$ cat config.mk
export PLATFORM = sky130hd
export DESIGN_NAME = clk_slow_mon
export DESIGN_NICKNAME = d
export VERILOG_FILES = /design/src/rtl/clk_slow_mon.sv
export SDC_FILE = /design/constraint.sdc
export NUM_CORES = 1
export LEC_CHECK = 0
export CAP_MARGIN = 40
export CORE_MARGIN = 2
export CORE_UTILIZATION = 40
export CTS_CLUSTER_SIZE = 16
export DETAILED_ROUTE_END_ITERATION = 10
export DONT_BUFFER_PORTS = 1
export PLACE_DENSITY = 0.58
export SLEW_MARGIN = 5
export SYNTH_ARGS = -nofsm -noshare
export SYNTH_HDL_FRONTEND = slang
export SYNTH_SLANG_ARGS = --single-unit
$ cat constraint.sdc
create_clock -name clk -period 4.5 [get_ports clk]
set_clock_uncertainty 0.15 [all_clocks]
set_input_delay 0.9 -clock clk [delete_from_list [all_inputs] [get_ports clk]]
set_output_delay 0.9 -clock clk [all_outputs]
set_load 0.05 [all_outputs]
$ cat src/rtl/clk_slow_mon.sv
// Slow-clock monitor: synchronizes clk_sys_in, emits edge ticks, measures rise-to-rise period and detects stalls.
// Optional build macro CLK_SLOW_MON_JITTER_CHECK_EN adds a period mismatch pulse while locked.
module clk_slow_mon #(
    parameter int SYNC_STAGES = 2,
    parameter int CNT_W       = 32,
    parameter int TIMEOUT     = 400004
) (
    input  logic             clk,
    input  logic             reset,
    input  logic             clk_sys_in,
    output logic             rise_tick,
    output logic             fall_tick,
    output logic [CNT_W-1:0] period,
    output logic             period_valid,
    output logic             locked,
    output logic             stalled,
    output logic             period_err
);

    localparam logic [1:0] ST_IDLE    = 2'd0;
    localparam logic [1:0] ST_MEASURE = 2'd1;
    localparam logic [1:0] ST_LOCKED  = 2'd2;
    localparam logic [1:0] ST_STALLED = 2'd3;

    localparam logic [CNT_W-1:0] TIMEOUT_C = CNT_W'(TIMEOUT);
    localparam logic [CNT_W-1:0] ONE_C     = {{(CNT_W-1){1'b0}}, 1'b1};

    logic [SYNC_STAGES-1:0] r_sync;
    logic                   r_p;
    logic                   r_rise;
    logic                   r_fall;
    logic [CNT_W-1:0]       r_cnt;
    logic [1:0]             r_state;
    logic [CNT_W-1:0]       r_period;
    logic                   r_period_valid;
    logic                   r_locked;
    logic                   r_stalled;

    logic                   w_s;
    logic                   w_rise;
    logic                   w_fall;
    logic                   w_timeout;
    logic                   w_meas;
    logic                   w_enter_stall;
    logic [CNT_W-1:0]       w_cnt_nxt;
    logic [1:0]             w_state_nxt;

    assign w_s       = r_sync[SYNC_STAGES-1];
    assign w_rise    = w_s & ~r_p;
    assign w_fall    = ~w_s & r_p;
    assign w_timeout = (r_cnt == TIMEOUT_C);

    // Synchronizer chain plus one-cycle delayed copy for edge detection
    always_ff @(posedge clk or posedge reset) begin
        if (reset) begin
            r_sync <= '0;
            r_p    <= 1'b0;
        end else begin
            r_sync <= {r_sync[SYNC_STAGES-2:0], clk_sys_in};
            r_p    <= w_s;
        end
    end

    // Registered edge ticks
    always_ff @(posedge clk or posedge reset) begin
        if (reset) begin
            r_rise <= 1'b0;
            r_fall <= 1'b0;
        end else begin
            r_rise <= w_rise;
            r_fall <= w_fall;
        end
    end

    // Interval counter: restarts at 1 on a rise so its value at the next rise is the full period
    always_comb begin
        w_cnt_nxt = r_cnt;
        if (w_rise) begin
            w_cnt_nxt = ONE_C;
        end else if (!w_timeout) begin
            w_cnt_nxt = r_cnt + ONE_C;
        end else begin
            w_cnt_nxt = r_cnt;
        end
    end

    // Counter register
    always_ff @(posedge clk or posedge reset) begin
        if (reset) begin
            r_cnt <= '0;
        end else begin
            r_cnt <= w_cnt_nxt;
        end
    end

    // Next-state logic; a rise always wins over a coincident timeout
    always_comb begin
        w_state_nxt = r_state;
        case (r_state)
            ST_IDLE: begin
                if (w_rise)         w_state_nxt = ST_MEASURE;
                else if (w_timeout) w_state_nxt = ST_STALLED;
                else                w_state_nxt = ST_IDLE;
            end
            ST_MEASURE: begin
                if (w_rise)         w_state_nxt = ST_LOCKED;
                else if (w_timeout) w_state_nxt = ST_STALLED;
                else                w_state_nxt = ST_MEASURE;
            end
            ST_LOCKED: begin
                if (w_rise)         w_state_nxt = ST_LOCKED;
                else if (w_timeout) w_state_nxt = ST_STALLED;
                else                w_state_nxt = ST_LOCKED;
            end
            ST_STALLED: begin
                if (w_rise)         w_state_nxt = ST_MEASURE;
                else                w_state_nxt = ST_STALLED;
            end
            default: w_state_nxt = ST_IDLE;
        endcase
    end

    assign w_meas        = w_rise & ((r_state == ST_MEASURE) | (r_state == ST_LOCKED));
    assign w_enter_stall = (w_state_nxt == ST_STALLED) & (r_state != ST_STALLED);

    // State register with status flags decoded from the next state so they align with it
    always_ff @(posedge clk or posedge reset) begin
        if (reset) begin
            r_state   <= ST_IDLE;
            r_locked  <= 1'b0;
            r_stalled <= 1'b0;
        end else begin
            r_state   <= w_state_nxt;
            r_locked  <= (w_state_nxt == ST_LOCKED);
            r_stalled <= (w_state_nxt == ST_STALLED);
        end
    end

    // Period capture; a rise from IDLE/STALLED only starts a new interval
    always_ff @(posedge clk or posedge reset) begin
        if (reset) begin
            r_period       <= '0;
            r_period_valid <= 1'b0;
        end else begin
            if (w_meas) begin
                r_period       <= r_cnt;
                r_period_valid <= 1'b1;
            end else if (w_enter_stall) begin
                r_period_valid <= 1'b0;
            end else begin
                r_period_valid <= r_period_valid;
            end
        end
    end

`ifdef CLK_SLOW_MON_JITTER_CHECK_EN
    logic r_period_err;

    // Mismatch pulse aligned with the period update
    always_ff @(posedge clk or posedge reset) begin
        if (reset) begin
            r_period_err <= 1'b0;
        end else begin
            r_period_err <= w_rise & (r_state == ST_LOCKED) & (r_cnt != r_period);
        end
    end

    assign period_err = r_period_err;
`else
    assign period_err = 1'b0;
`endif

    assign rise_tick    = r_rise;
    assign fall_tick    = r_fall;
    assign period       = r_period;
    assign period_valid = r_period_valid;
    assign locked       = r_locked;
    assign stalled      = r_stalled;

endmodule

==> metrics.txt, run 1 <==
outcome=completed; first-pass GRT wire length=12.7 mm; # resized after CTS=0; share of cells above drive strength 1=0.186; number of enable flip-flop cells after synthesis=0; Total GRT Usage=0.163; net switching power=between 500 and 600 uW; crit-path cells=nand2b_1 > clkinv_1 > nand2_1 > buf_4 > mux2_2; Mean Syn Cell Area=roughly 11 um^2; YS warnings=0; routability cong.=approximately 0.8; setup violators final=0; drt pass-1 iters=4; Post-Syn Nets=between 300 and 400; Post-layout nets=roughly 320; dpl hpwl=roughly 4.8 mm; Synth area leader=dfrtp_1; Syn Std Cell Area=~3600 um^2; Worst Path Required=4.58 ns; Int Pwr=about 1100 uW; post-synth cell types=between 40 and 50; combinational share of power=0.122; slowest stage delay, CP=about 0.60 ns; initial antenna violation count=0; Mapped Cells=~320; antenna viol nets, final=0; # port buffers=0; placed cell area=around 3600 um^2; # DRC=0; Lkg Pwr=roughly 0.0018 uW; Worst Path Arrival=about 2.8 ns; ys async rst share=1.00; total CTS buffers=9; post-synthesis register bit count=74; Max Fclk=roughly 370 MHz; Final TNS setup=0 ns; kind of critical path=flop to flop; largest net degree at the start of global routing=39; die area=between 9000 and 10000 um^2; top cells by count, synth=dfrtp_1, mux2_2, nand2_1, nor2_1, a21oi_1; Chip Height=98.3 um; DR WL/cell=around 17 um; worst-margin pin slew=0.751 ns; P&R area growth vs syn=6.79%; shortest period the worst path allows=2.70 ns; Worst IR Drop VDD=~0.00013 V; Clock Power Share=0.359; number of global-route vias before repair=roughly 2500; CP Capture Type=flop; vias=between 2000 and 2500; horizontal die dimension=between 90 and 100 um; top post-synthesis cells by area=dfrtp_1, mux2_2, a21oi_1, nand2_1, nor2_1; Final period util=0.599; pwr dens=between 400 and 500 nW/um^2; unrepaired setup endpoints after global routing=no; I/O pin total=about 40; Root Buffer=clkbuf_8; sequential share of power=0.519; peak fanout along the critical path=21; Max clock buf depth=2; H-tree levels=3; Remaining Overflow, GRT=0; core area=8680 um^2; vias per std cell=~5.7; Slew Limit Headroom=0.498; clk sink count=74; fin area=around 3800 um^2; CTS Hold Bufs=0; number of DRC markers in iteration 0=about 140; Critical-path top delay cell=nand2_1; ys flop type=dfrtp_1; top cell type's share of synthesized area=0.521; Worst Setup Start Kind=flop; Hold Crit Class=flop to flop; final hold vios=0; ANT cells=0; CTS clk-pin slew, worst paths=roughly 0.080 ns; Fill cells=between 800 and 900; max cap viols=0; Starting Density=0.410; sequential area share after synthesis=0.521; TritonCTS clock tree=done; Total Routed Length=7.27 mm; worst skew pair latency=approximately 0.35 ns; switching share of power=0.315; fin. max-slew vios=0; Rows=34; number of post-CTS setup repair buffers=0; most frequent cell after synthesis=dfrtp_1
==> registers in the layout (all words and copies together), names as in the netlist <==
| register | count |
|---|---|
| fall_tick | 1 |
| locked | 1 |
| period | 32 |
| period_valid | 1 |
| r_cnt | 32 |
| r_p | 1 |
| r_state | 2 |
| r_sync | 2 |
| rise_tick | 1 |
| stalled | 1 |
==> critical path: cells and delay by family (launching register included) <==
kind          cells  cell delay, ns
mux               1            0.36
buf+inv           2            0.57
simple gates      2            1.08
flops             1            0.40
==> metal layers <==
| metal | global-route usage | vias up | routed length [um] |
|---|---|---|---|
| li1 | - | 1153 | - |
| met2 | 0.253 | 44 | 3440 |
| met4 | 0.0706 | 0 | 129 |
| met1 | 0.217 | 1231 | 3390 |
| met3 | 0.0429 | 9 | 305 |
| met5 | 0 | - | 0 |
==> final timing paths <==
check	from	end	slack, ns	depth (start not counted)
hold reg to reg	r_sync[0]	r_sync[1]	0.21	0
min in group asynchronous	reset	period[13]	0.41	1
setup / recovery	r_sync[1]	period[31]	1.80	5
max in group asynchronous	reset	r_cnt[1]	2.81	2
setup reg to reg	r_sync[1]	period[31]	1.80	5
hold / removal	r_sync[0]	r_sync[1]	0.21	0
==> through the flow <==
stage	worst slack, ns	instances	power (uW)	util	hold WS [ns]
finish	1.80	425	1640	0.438	0.213
global route	1.57	425	1720	0.438	0.226
CTS	1.85	425	1650	0.438	0.220
detailed placement	1.84	409	1060	0.411	0.201
global placement	1.90	409	1060	0.411	0.207
floorplan	1.57	318	1020	-	0.181
==> cell type report <==
| type | count | area, um^2 | share of cell area |
|---|---|---|---|
| Sequential cell | 74 | 1850 | 0.487 |
| Inverter | 8 | 30.0 | 0.00791 |
| Tap cell | 108 | 135 | 0.0356 |
| Clock inverter | 6 | 90.1 | 0.0237 |
| Multi-Input combinational cell | 216 | 1530 | 0.403 |
| Timing Repair Buffer | 3 | 22.5 | 0.00593 |
| Clock buffer | 10 | 138 | 0.0362 |
==> kinds of logic after synthesis <==
family / Yosys count / synth area share
adders and majority gates: 6 / 0.0211
DFF: 74 / 0.521
muxes: 31 / 0.0974
buffers and inverters: 28 / 0.0489
AOI/OAI and AO/OA: 57 / 0.103
other: 1 / 0.00105
and+or+nand+nor: 112 / 0.186
xor gates and xnor gates: 9 / 0.0222
==> cell usage in the layout (no fill, tap or decap), types with 9 or more instances in the layout <==
cell type,count
a21oi_1,17
o21ai_0,14
mux2_2,29
dfrtp_1,74
or4_1,9
nand3_1,10
clkbuf_8,10
and4_1,9
nand2_1,22
nor2_1,22
==> power by group through the flow <==
stage               clock [uW]  combinational (uW)  sequential [uW]
global placement             0                 196              861
CTS                        602                 200              849
finish                     587                 200              848
detailed placement           0                 200              863
global route               632                 231              858
floorplan                    0                 174              844
Note: power is estimated with default switching activity, not from simulation.
==> inputs of run 2 (changes only) <==
==> constraint.sdc (replaced) <==
create_clock -name clk -period 2.6 [get_ports clk]
set_clock_uncertainty 0.15 [all_clocks]
set_input_delay 0.52 -clock clk [delete_from_list [all_inputs] [get_ports clk]]
set_output_delay 0.52 -clock clk [all_outputs]
set_load 0.05 [all_outputs]
==> run 2 against run 1 <==
  * Cell count up 1.2%
  * Critical path type unchanged
  * Largest cell class unchanged
  * Total power up 67%
  * Via count up 0.94%
  * Critical path depth unchanged
  * First-iteration DRC count down 42%
  * Fmax up 22%
==> metrics.txt, run 2 (synthesis gave the netlist of run 1 again) <==
Worst IR Drop VDD=0.000213 V (+62%); peak fanout along the critical path=15 (-29%); met3 routed WL=349 um (+14%); Sequential Area=1850 um^2 (unchanged); most frequent cells in the layout=dfrtp_1, mux2_2, nand2_1, nor2_1, a21oi_1; Slew Limit Headroom=0.649 (+0.151); # port buffers=0 (unchanged); fin area=3820 um^2 (+0.59%); P&R area growth vs syn=7.42%; outcome=completed; largest net degree at the start of global routing=36 (-7.7%); Worst Path Required=2.72 ns (-1.86 ns); Fill cells=855 (+1.9%); Worst Path Arrival=2.32 ns (-0.46 ns); drt pass-1 iters=4 (unchanged); vias=2460 (+0.94%); fin. max-slew vios=0 (unchanged); CP endpoint=r_cnt[24]; ANT cells=0 (unchanged); routability cong.=0.784 (-4.5%); Max Fclk=454 MHz (+22%); pwr dens=715 nW/um^2 (+66%); Max clock buf depth=2 (unchanged); initial antenna violation count=0 (unchanged); unrepaired setup endpoints after global routing=no; core area=8680 um^2 (unchanged); Root Buffer=clkbuf_8; R2R Path End=r_cnt[24]; Total GRT Usage=0.169 (+0.00538); r2r setup slk=0.40 ns (-1.41 ns); met1 wire length=3.44 mm (+1.3%); vias per std cell=5.72 (-0.23%); Top Layer Used=met4; number of DRC markers in iteration 0=83 (-42%); worst skew pair latency=0.35 ns (about the same); dpl hpwl=5.06 mm (+5.5%); most common cell after layout, fill and taps aside=dfrtp_1; kind of critical path=flop to flop; final hold slack=0.0462 ns (-0.166 ns); number of post-CTS setup repair buffers=0 (unchanged); final hold vios=0 (unchanged); CTS Hold Bufs=1 (+1); H-tree levels=3 (unchanged); Remaining Overflow, GRT=0 (unchanged); Hold Crit Class=input pin to flop; reg2reg start=r_cnt[1]; Rows=34 (unchanged); I/O pin total=41 (unchanged); share of cells above drive strength 1=0.186 (+0.000216); number of global-route vias before repair=2522 (+1.5%); total CTS buffers=9 (unchanged); Multi-input gate area=1530 um^2 (unchanged); worst-margin pin slew=0.522 ns (-0.229 ns); Chip Height=98.3 um (unchanged); TritonCTS clock tree=done; final core utilization=0.440 (+0.00260); Total Routed Length=7.44 mm (+2.4%); met2 WL post-DR=3.47 mm (+1.0%); clk sink count=74 (unchanged); # resized after CTS=0 (unchanged); antenna viol nets, final=0 (unchanged); placed cell area=3610 um^2 (+1.2%); max cap viols=0 (unchanged); Post-layout nets=326 (+1.6%); Final period util=0.847 (+0.248); shortest period the worst path allows=2.20 ns (-0.494 ns); worst-case reg-to-reg path depth=5 (unchanged); CP Capture Type=flop; Worst Setup Start Kind=flop; setup violators final=0 (unchanged); Lkg Pwr=0.00178 uW (+0.89%); CTS clk-pin slew, worst paths=0.07 ns (about the same); Starting Density=0.410 (unchanged); Final TNS setup=0 ns (unchanged); # DRC=0 (unchanged); start point of the critical path=r_cnt[1]; horizontal die dimension=98.3 um (unchanged); DR WL/cell=17.3 um (+1.2%); die area=9660 um^2 (unchanged); first-pass GRT wire length=12.8 mm (+0.71%)
==> run 2: worst min path at each step <==
stage                           from  cells after the start        end
after floorplan            r_sync[0]                      0  r_sync[1]
after global placement     r_sync[0]                      0  r_sync[1]
after detailed placement   r_sync[0]                      0  r_sync[1]
after CTS                 clk_sys_in                      0  r_sync[0]
after global routing      clk_sys_in                      0  r_sync[0]
final                     clk_sys_in                      0  r_sync[0]
==> run 2: area by class of cell <==
class,count,area share
flip-flops and latches,74,0.485
clock buffers,14,0.0426
well taps,108,0.0354
repair buffers,8,0.0196
clock inverters,2,0.00917
multi-input cells,216,0.401
inverters,8,0.00786
==> run 2: per-layer routing <==
| metal | vias to the layer above | global-route usage |
|---|---|---|
| met1 | 1234 | 0.220 |
| met4 | 0 | 0.0843 |
| met2 | 50 | 0.259 |
| met5 | - | 0 |
| li1 | 1163 | - |
| met3 | 13 | 0.0472 |
==> run 2: stage by stage <==
stage | cells | setup slack [ns] | power [uW]
floorplan | 318 | 0.0484 | 1760
CTS | 430 | 0.400 | 2760
global placement | 413 | 0.503 | 1830
finish | 430 | 0.397 | 2730
global route | 430 | 0.227 | 2880
detailed placement | 413 | 0.423 | 1840
==> run 2: worst max-delay path: stages (launching register included) <==
cell and delay, ns:
dfrtp_1 0.42, ha_1 0.21, and4_1 0.40, nand3_4 0.22, or4_1 0.55, a21oi_1 0.18
==> run 2: where the power goes <==
part	switching [uW]	total (uW)	leakage, uW	internal, uW
Clock	419	915	0.000101	496
Sequential	239	1470	0.00101	1230
Combinational	199	350	0.000670	151
